==> config.mk <==
export PLATFORM = sky130hd
export DESIGN_NAME = counter_b4_monitor
export DESIGN_NICKNAME = d
export VERILOG_FILES = /design/src/rtl/counter_b4_pkg.sv /design/src/rtl/counter_b4_model.sv /design/src/rtl/counter_b4_monitor.sv
export SDC_FILE = /design/constraint.sdc
export NUM_CORES = 1
export LEC_CHECK = 0
export ABC_CLOCK_PERIOD_IN_PS = 2300
export BUFFER_PORTS_ARGS = -buffer_cell sky130_fd_sc_hd__buf_4
export CORE_ASPECT_RATIO = 1.75
export CORE_MARGIN = 10
export CORE_UTILIZATION = 40
export DETAILED_ROUTE_END_ITERATION = 10
export GPL_TIMING_DRIVEN = 0
export PLACE_DENSITY = 0.68
export REMOVE_ABC_BUFFERS = 1
export SLEW_MARGIN = 20
export SYNTH_ARGS = -nofsm -noshare
export SYNTH_HDL_FRONTEND = slang
export SYNTH_HIERARCHICAL = 1
export SYNTH_SLANG_ARGS = --single-unit
export TNS_END_PERCENT = 50
==> constraint.sdc <==
create_clock -name b4_clk -period 2.3 [get_ports b4_clk]
set_input_delay 0.345 -clock b4_clk [delete_from_list [all_inputs] [get_ports b4_clk]]
set_output_delay 0.345 -clock b4_clk [all_outputs]
set_load 0.05 [all_outputs]
==> src/rtl/counter_b4_pkg.sv <==
// Shared definitions for the counter_b4 family: mode encodings and monitor states.
package counter_b4_pkg;

  localparam logic [1:0] MODE_UP   = 2'b00;
  localparam logic [1:0] MODE_DOWN = 2'b01;
  localparam logic [1:0] MODE_UP3  = 2'b10;
  localparam logic [1:0] MODE_LOAD = 2'b11;

  typedef enum logic [1:0] {
    IDLE  = 2'b00,
    CHECK = 2'b01,
    FAULT = 2'b10
  } mon_state_e;

endpackage

==> src/rtl/counter_b4_model.sv <==
// Golden cycle-accurate model of counter_b4: Q/rco/load registers updated every edge.
module counter_b4_model
  import counter_b4_pkg::*;
#(
  parameter int WIDTH = 4
) (
  input  logic             clk,
  input  logic             rst_n,
  input  logic             dut_reset,
  input  logic             enable,
  input  logic [1:0]       mode,
  input  logic [WIDTH-1:0] d,
  output logic [WIDTH-1:0] q,
  output logic             rco,
  output logic             load
);

  logic [WIDTH:0]   up1_sum;
  logic [WIDTH:0]   up3_sum;
  logic [WIDTH-1:0] dn1_val;

  // The carry bit of the widened sums is exactly the rco condition for the up modes.
  assign up1_sum = {1'b0, q} + (WIDTH+1)'(1);
  assign up3_sum = {1'b0, q} + (WIDTH+1)'(3);
  assign dn1_val = q - WIDTH'(1);

  always_ff @(posedge clk or negedge rst_n) begin
    if (!rst_n) begin
      q    <= '0;
      rco  <= 1'b0;
      load <= 1'b0;
    end else if (dut_reset) begin
      q    <= '0;
      rco  <= 1'b0;
      load <= 1'b0;
    end else if (!enable) begin
      rco  <= 1'b0;
      load <= 1'b0;
    end else begin
      case (mode)
        MODE_UP: begin
          q    <= up1_sum[WIDTH-1:0];
          rco  <= up1_sum[WIDTH];
          load <= 1'b0;
        end
        MODE_DOWN: begin
          q    <= dn1_val;
          rco  <= (q == '0);
          load <= 1'b0;
        end
        MODE_UP3: begin
          q    <= up3_sum[WIDTH-1:0];
          rco  <= up3_sum[WIDTH];
          load <= 1'b0;
        end
        default: begin
          q    <= d;
          rco  <= 1'b0;
          load <= 1'b1;
        end
      endcase
    end
  end

endmodule

==> src/rtl/counter_b4_monitor.sv <==
// Passive checker for counter_b4: runs the golden model alongside the counter and
// flags, counts and snapshots any cycle where the observed outputs disagree.
module counter_b4_monitor
  import counter_b4_pkg::*;
#(
  parameter int WIDTH       = 4,
  parameter int ERR_CNT_W   = 8,
  parameter int STOP_ON_ERR = 0
) (
  input  logic                 b4_clk,
  input  logic                 b4_reset,
  input  logic                 b4_dut_reset,
  input  logic                 b4_enable,
  input  logic [1:0]           b4_mode,
  input  logic [WIDTH-1:0]     b4_D,
  input  logic [WIDTH-1:0]     b4_Q,
  input  logic                 b4_rco,
  input  logic                 b4_load,
  input  logic                 mon_clear,
  output logic                 mon_synced,
  output logic                 mon_err,
  output logic                 mon_err_sticky,
  output logic [ERR_CNT_W-1:0] mon_err_cnt,
  output logic [WIDTH+1:0]     mon_first_exp,
  output logic [WIDTH+1:0]     mon_first_obs
);

  function automatic logic [ERR_CNT_W-1:0] sat_inc(input logic [ERR_CNT_W-1:0] v);
    return (&v) ? v : v + ERR_CNT_W'(1);
  endfunction

  mon_state_e       state;
  logic [WIDTH-1:0] m_q;
  logic             m_rco;
  logic             m_load;
  logic [WIDTH+1:0] exp_p0;
  logic [WIDTH+1:0] obs_p0;
  logic             mismatch_p0;
  logic             sync_evt_p0;

  counter_b4_model #(.WIDTH(WIDTH)) u_model (
    .clk       (b4_clk),
    .rst_n     (b4_reset),
    .dut_reset (b4_dut_reset),
    .enable    (b4_enable),
    .mode      (b4_mode),
    .d         (b4_D),
    .q         (m_q),
    .rco       (m_rco),
    .load      (m_load)
  );

  // Stage p0: model and observed outputs, both produced by the previous edge.
  assign exp_p0      = {m_rco, m_load, m_q};
  assign obs_p0      = {b4_rco, b4_load, b4_Q};
  assign mismatch_p0 = (state == CHECK) && (obs_p0 !== exp_p0);
  assign sync_evt_p0 = b4_dut_reset || (b4_enable && (b4_mode == MODE_LOAD));
  assign mon_synced  = (state == CHECK);

  // Stage p1: registered verdict, count and first-failure snapshot.
  always_ff @(posedge b4_clk or negedge b4_reset) begin
    if (!b4_reset) begin
      state          <= IDLE;
      mon_err        <= 1'b0;
      mon_err_sticky <= 1'b0;
      mon_err_cnt    <= '0;
      mon_first_exp  <= '0;
      mon_first_obs  <= '0;
    end else if (mon_clear) begin
      state          <= IDLE;
      mon_err        <= 1'b0;
      mon_err_sticky <= 1'b0;
      mon_err_cnt    <= '0;
      mon_first_exp  <= '0;
      mon_first_obs  <= '0;
    end else begin
      mon_err <= mismatch_p0;
      case (state)
        IDLE:    if (sync_evt_p0) state <= CHECK;
        CHECK:   if (mismatch_p0 && (STOP_ON_ERR != 0)) state <= FAULT;
        FAULT:   state <= FAULT;
        default: state <= IDLE;
      endcase
      if (mismatch_p0) begin
        mon_err_cnt    <= sat_inc(mon_err_cnt);
        mon_err_sticky <= 1'b1;
        if (!mon_err_sticky) begin
          mon_first_exp <= exp_p0;
          mon_first_obs <= obs_p0;
        end
      end
    end
  end

endmodule

==> impl_metrics.py <==
metrics = {
    "outcome": {
        "outcome": "finished clean",
    },
    "drt": {
        "first_pass_iters": 4,
        "drtIter0Drc": 48,
        "vias": 1350,
        "drc": 0,
        "detail-route-antenna-nets": 0,
        "viasPerCell": 5.34,
        "wl_um": 3820,
        "wl_per_cell_um": 15.1,
    },
    "synth": {
        "yosys.area_share.adder": 0.0301,
        "yosys_warnings": 6,
        "ys_types": 39,
        "synth-xor-area-share": 0.0421,
        "ys.flop_type": "dfrtp_1",
        "synth-simple-area-share": 0.187,
        "avgSynthCellArea_um2": 10.0,
        "synth-edff-count": 0,
        "ys_ff_latch": 30,
        "synth_top_family_by_area": "simple AND/OR/NAND/NOR gates",
        "synth_seq_area_share": 0.451,
        "yosysTopAreaCell": "dfrtp_1",
        "synthTopCellsByArea": "dfrtp_1, mux2i_1, nor2_1",
        "synthMuxAreaShare": 0.0978,
        "synth_compound_area_frac": 0.143,
        "async_reset_ff_frac": 1.00,
        "yosysMostFrequentCell": "dfrtp_1",
        "syn_area_mm2": 0.00166,
        "synth_common_cells": "dfrtp_1, nor2_1, mux2i_1",
        "netlist_instances": 166,
        "synth_top_area_frac": 0.451,
    },
    "global_routing": {
        "grt_pass1_vias": 1403,
        "grt_use_total": 0.110,
        "grt_overflow": 0,
        "grt_first_pass_wirelength_um": 6330,
        "grt_max_degree": 31,
        "antenna_found_initial": 0,
    },
    "min_path": {
        "hold_class": "in2reg",
    },
    "sta": {
        "setup_viol": 0,
        "finalCritPeriodShare": 0.869,
        "period_minus_slack_ps": 2000,
        "rsz0062_at_grt": "false",
        "maxSlewHeadroom": 0.606,
        "hold_viol": 0,
        "clock_skew_ps": 3.96,
        "tns_ps": 0,
        "max_freq_mhz": 500,
        "worstMarginPinSlew_ps": 588,
        "slew_violations": 0,
    },
    "place": {
        "io_buffers": 39,
        "gp_congestion": 0.777,
        "placed_area_mm2": 0.00196,
        "dpl.cell_count": 245,
        "dp_hpwl_um": 2910,
    },
    "power_and_ir_drop": {
        "finalPower_mw": 1.22,
        "p_sw_frac": 0.298,
        "comb_power_share": 0.211,
        "p_per_area_mw_per_mm2": 593,
        "pwr-share-seq": 0.474,
        "leakagePower_nw": 0.975,
        "p_int_mw": 0.858,
        "p_sw_mw": 0.364,
        "vdd_ir_drop_max_uv": 455,
        "power_frac_clock": 0.314,
    },
    "cells_and_area": {
        "nFillCells": 407,
        "nets": 225,
        "multi_input_area_um2": 843,
        "final_util": 0.506,
        "regArea_um2": 751,
        "syn2layout_area_growth_pct": 23.9,
        "drive_gt1_frac": 0.250,
        "fin_cells": 253,
        "postLayoutCellArea_mm2": 0.00206,
        "diodes": 0,
    },
    "critical_path": {
        "crit_chain": "xnor2_1 > nand4_1 > o211ai_4 > mux2i_1 > nor2_1",
        "required_ps": 2450,
        "cp-end-kind": "flop",
        "crit_type": "reg2reg",
        "cp_max_fo": 13,
        "cp.arrival_ps": 2150,
        "startpoint_type": "flop",
        "cpPeakStageDelay_ps": 590,
        "crit_slowest_cell": "dfrtp_1",
    },
    "clock_network": {
        "postCtsSetupBuffers": 0,
        "cts_buffer_depth": 2,
        "cts_buffers": 5,
        "htreeDepth": 2,
        "clock-sinks": 30,
        "clkLatencyLatePin_ps": 270,
        "clkTransAtPathRegs_ps": 60,
        "cts-root-buf": "clkbuf_8",
        "cts_tree": "done",
    },
    "die": {
        "start_util": 0.408,
        "die_w_um": 68.7,
        "rows": 31,
        "die_h_um": 105,
        "boundaryPins": 40,
        "coreArea_mm2": 0.00407,
        "die-area_mm2": 0.00724,
    },
    "flow_run": {
        "max_cap_viol_count": 0,
    },
}
==> power by group through the flow <==
stage          clock network, mW  registers, mW  logic (mW)
6_report                   0.384          0.580       0.258
4_1_cts                    0.396          0.581       0.259
5_1_grt                    0.412          0.585       0.283
3_5_place_dp                   0          0.590       0.257
2_1_floorplan                  0          0.633       0.110
3_3_place_gp                   0          0.589       0.255
==> final timing paths <==
check	start	endpoint	slack, ps	depth (start not counted)
max in group asynchronous	b4_reset	mon_first_exp[1]	1490	2
setup reg to reg	u_model/q[2]	mon_first_exp[0]	300	5
hold reg to reg	state[1]	state[0]	450	1
setup / recovery	u_model/q[2]	mon_first_exp[0]	300	5
hold / removal	b4_dut_reset	u_model/q[1]	270	2
min in group asynchronous	b4_reset	mon_err_cnt[4]	530	2
==> critical path: cells and delay by family (launching register included) <==
kind            cells  cell delay, ps
compound gates      1             570
xor+xnor            1             170
flops               1             590
mux                 1             250
simple gates        2             300
==> cell families after synthesis <==
| family | count (synthesis) |
|---|---|
| adders and majority gates | 4 |
| muxes | 15 |
| buffers and inverters | 16 |
| DFF | 30 |
| xor gates and xnor gates | 8 |
| AOI/OAI and AO/OA | 36 |
| and+or+nand+nor | 57 |
==> routing by layer <==
layer,track usage,up-vias,share of wire
met5,0,-,0
li1,-,668,-
met2,0.193,38,0.52
met4,0.0453,0,0.014
met1,0.112,638,0.39
met3,0.0371,6,0.079
==> stage by stage <==
| step | hold WS, ps | setup slack [ps] |
|---|---|---|
| 6_report | 266 | 301 |
| 5_1_grt | 267 | 123 |
| 4_1_cts | 259 | 131 |
| 3_5_place_dp | 295 | 149 |
| 3_3_place_gp | 292 | 176 |
| 2_1_floorplan | 49.4 | 233 |
==> final cells by class <==
type                       instances  share of cell area
timing repair buffer              40               0.147
clock buffer                       7              0.0370
inverter                           7              0.0128
sequential                        30               0.364
tap                               49              0.0298
multi-input combinational        120               0.409
==> placed cells by master (no fill, tap or decap), types with 3 or more instances in the layout <==
cell type	n
buf_4	39
dfrtp_1	30
nor2_1	19
mux2i_1	14
a21oi_1	12
nand2_1	7
inv_1	7
xnor2_1	6
o31ai_1	6
or4_1	6
nand2b_1	6
clkbuf_8	5
o211ai_1	4
ha_1	4
a211oi_1	3
==> repair_timing <==
item | 4_1_cts | 5_1_grt
endpoints found under the setup margin | 0 | 6
gates resized for setup | 0 | 2
hold buffers | 1 | 0
endpoints found under the hold margin | 17 | 0
==> registers in the layout (all words and copies together), names as in the netlist <==
signal	flops
u_model/rco	1
mon_err_cnt	8
mon_err	1
mon_err_sticky	1
state	2
mon_first_obs	6
u_model/q	4
u_model/load	1
mon_first_exp	6
Power figures use the tool's default switching activity.
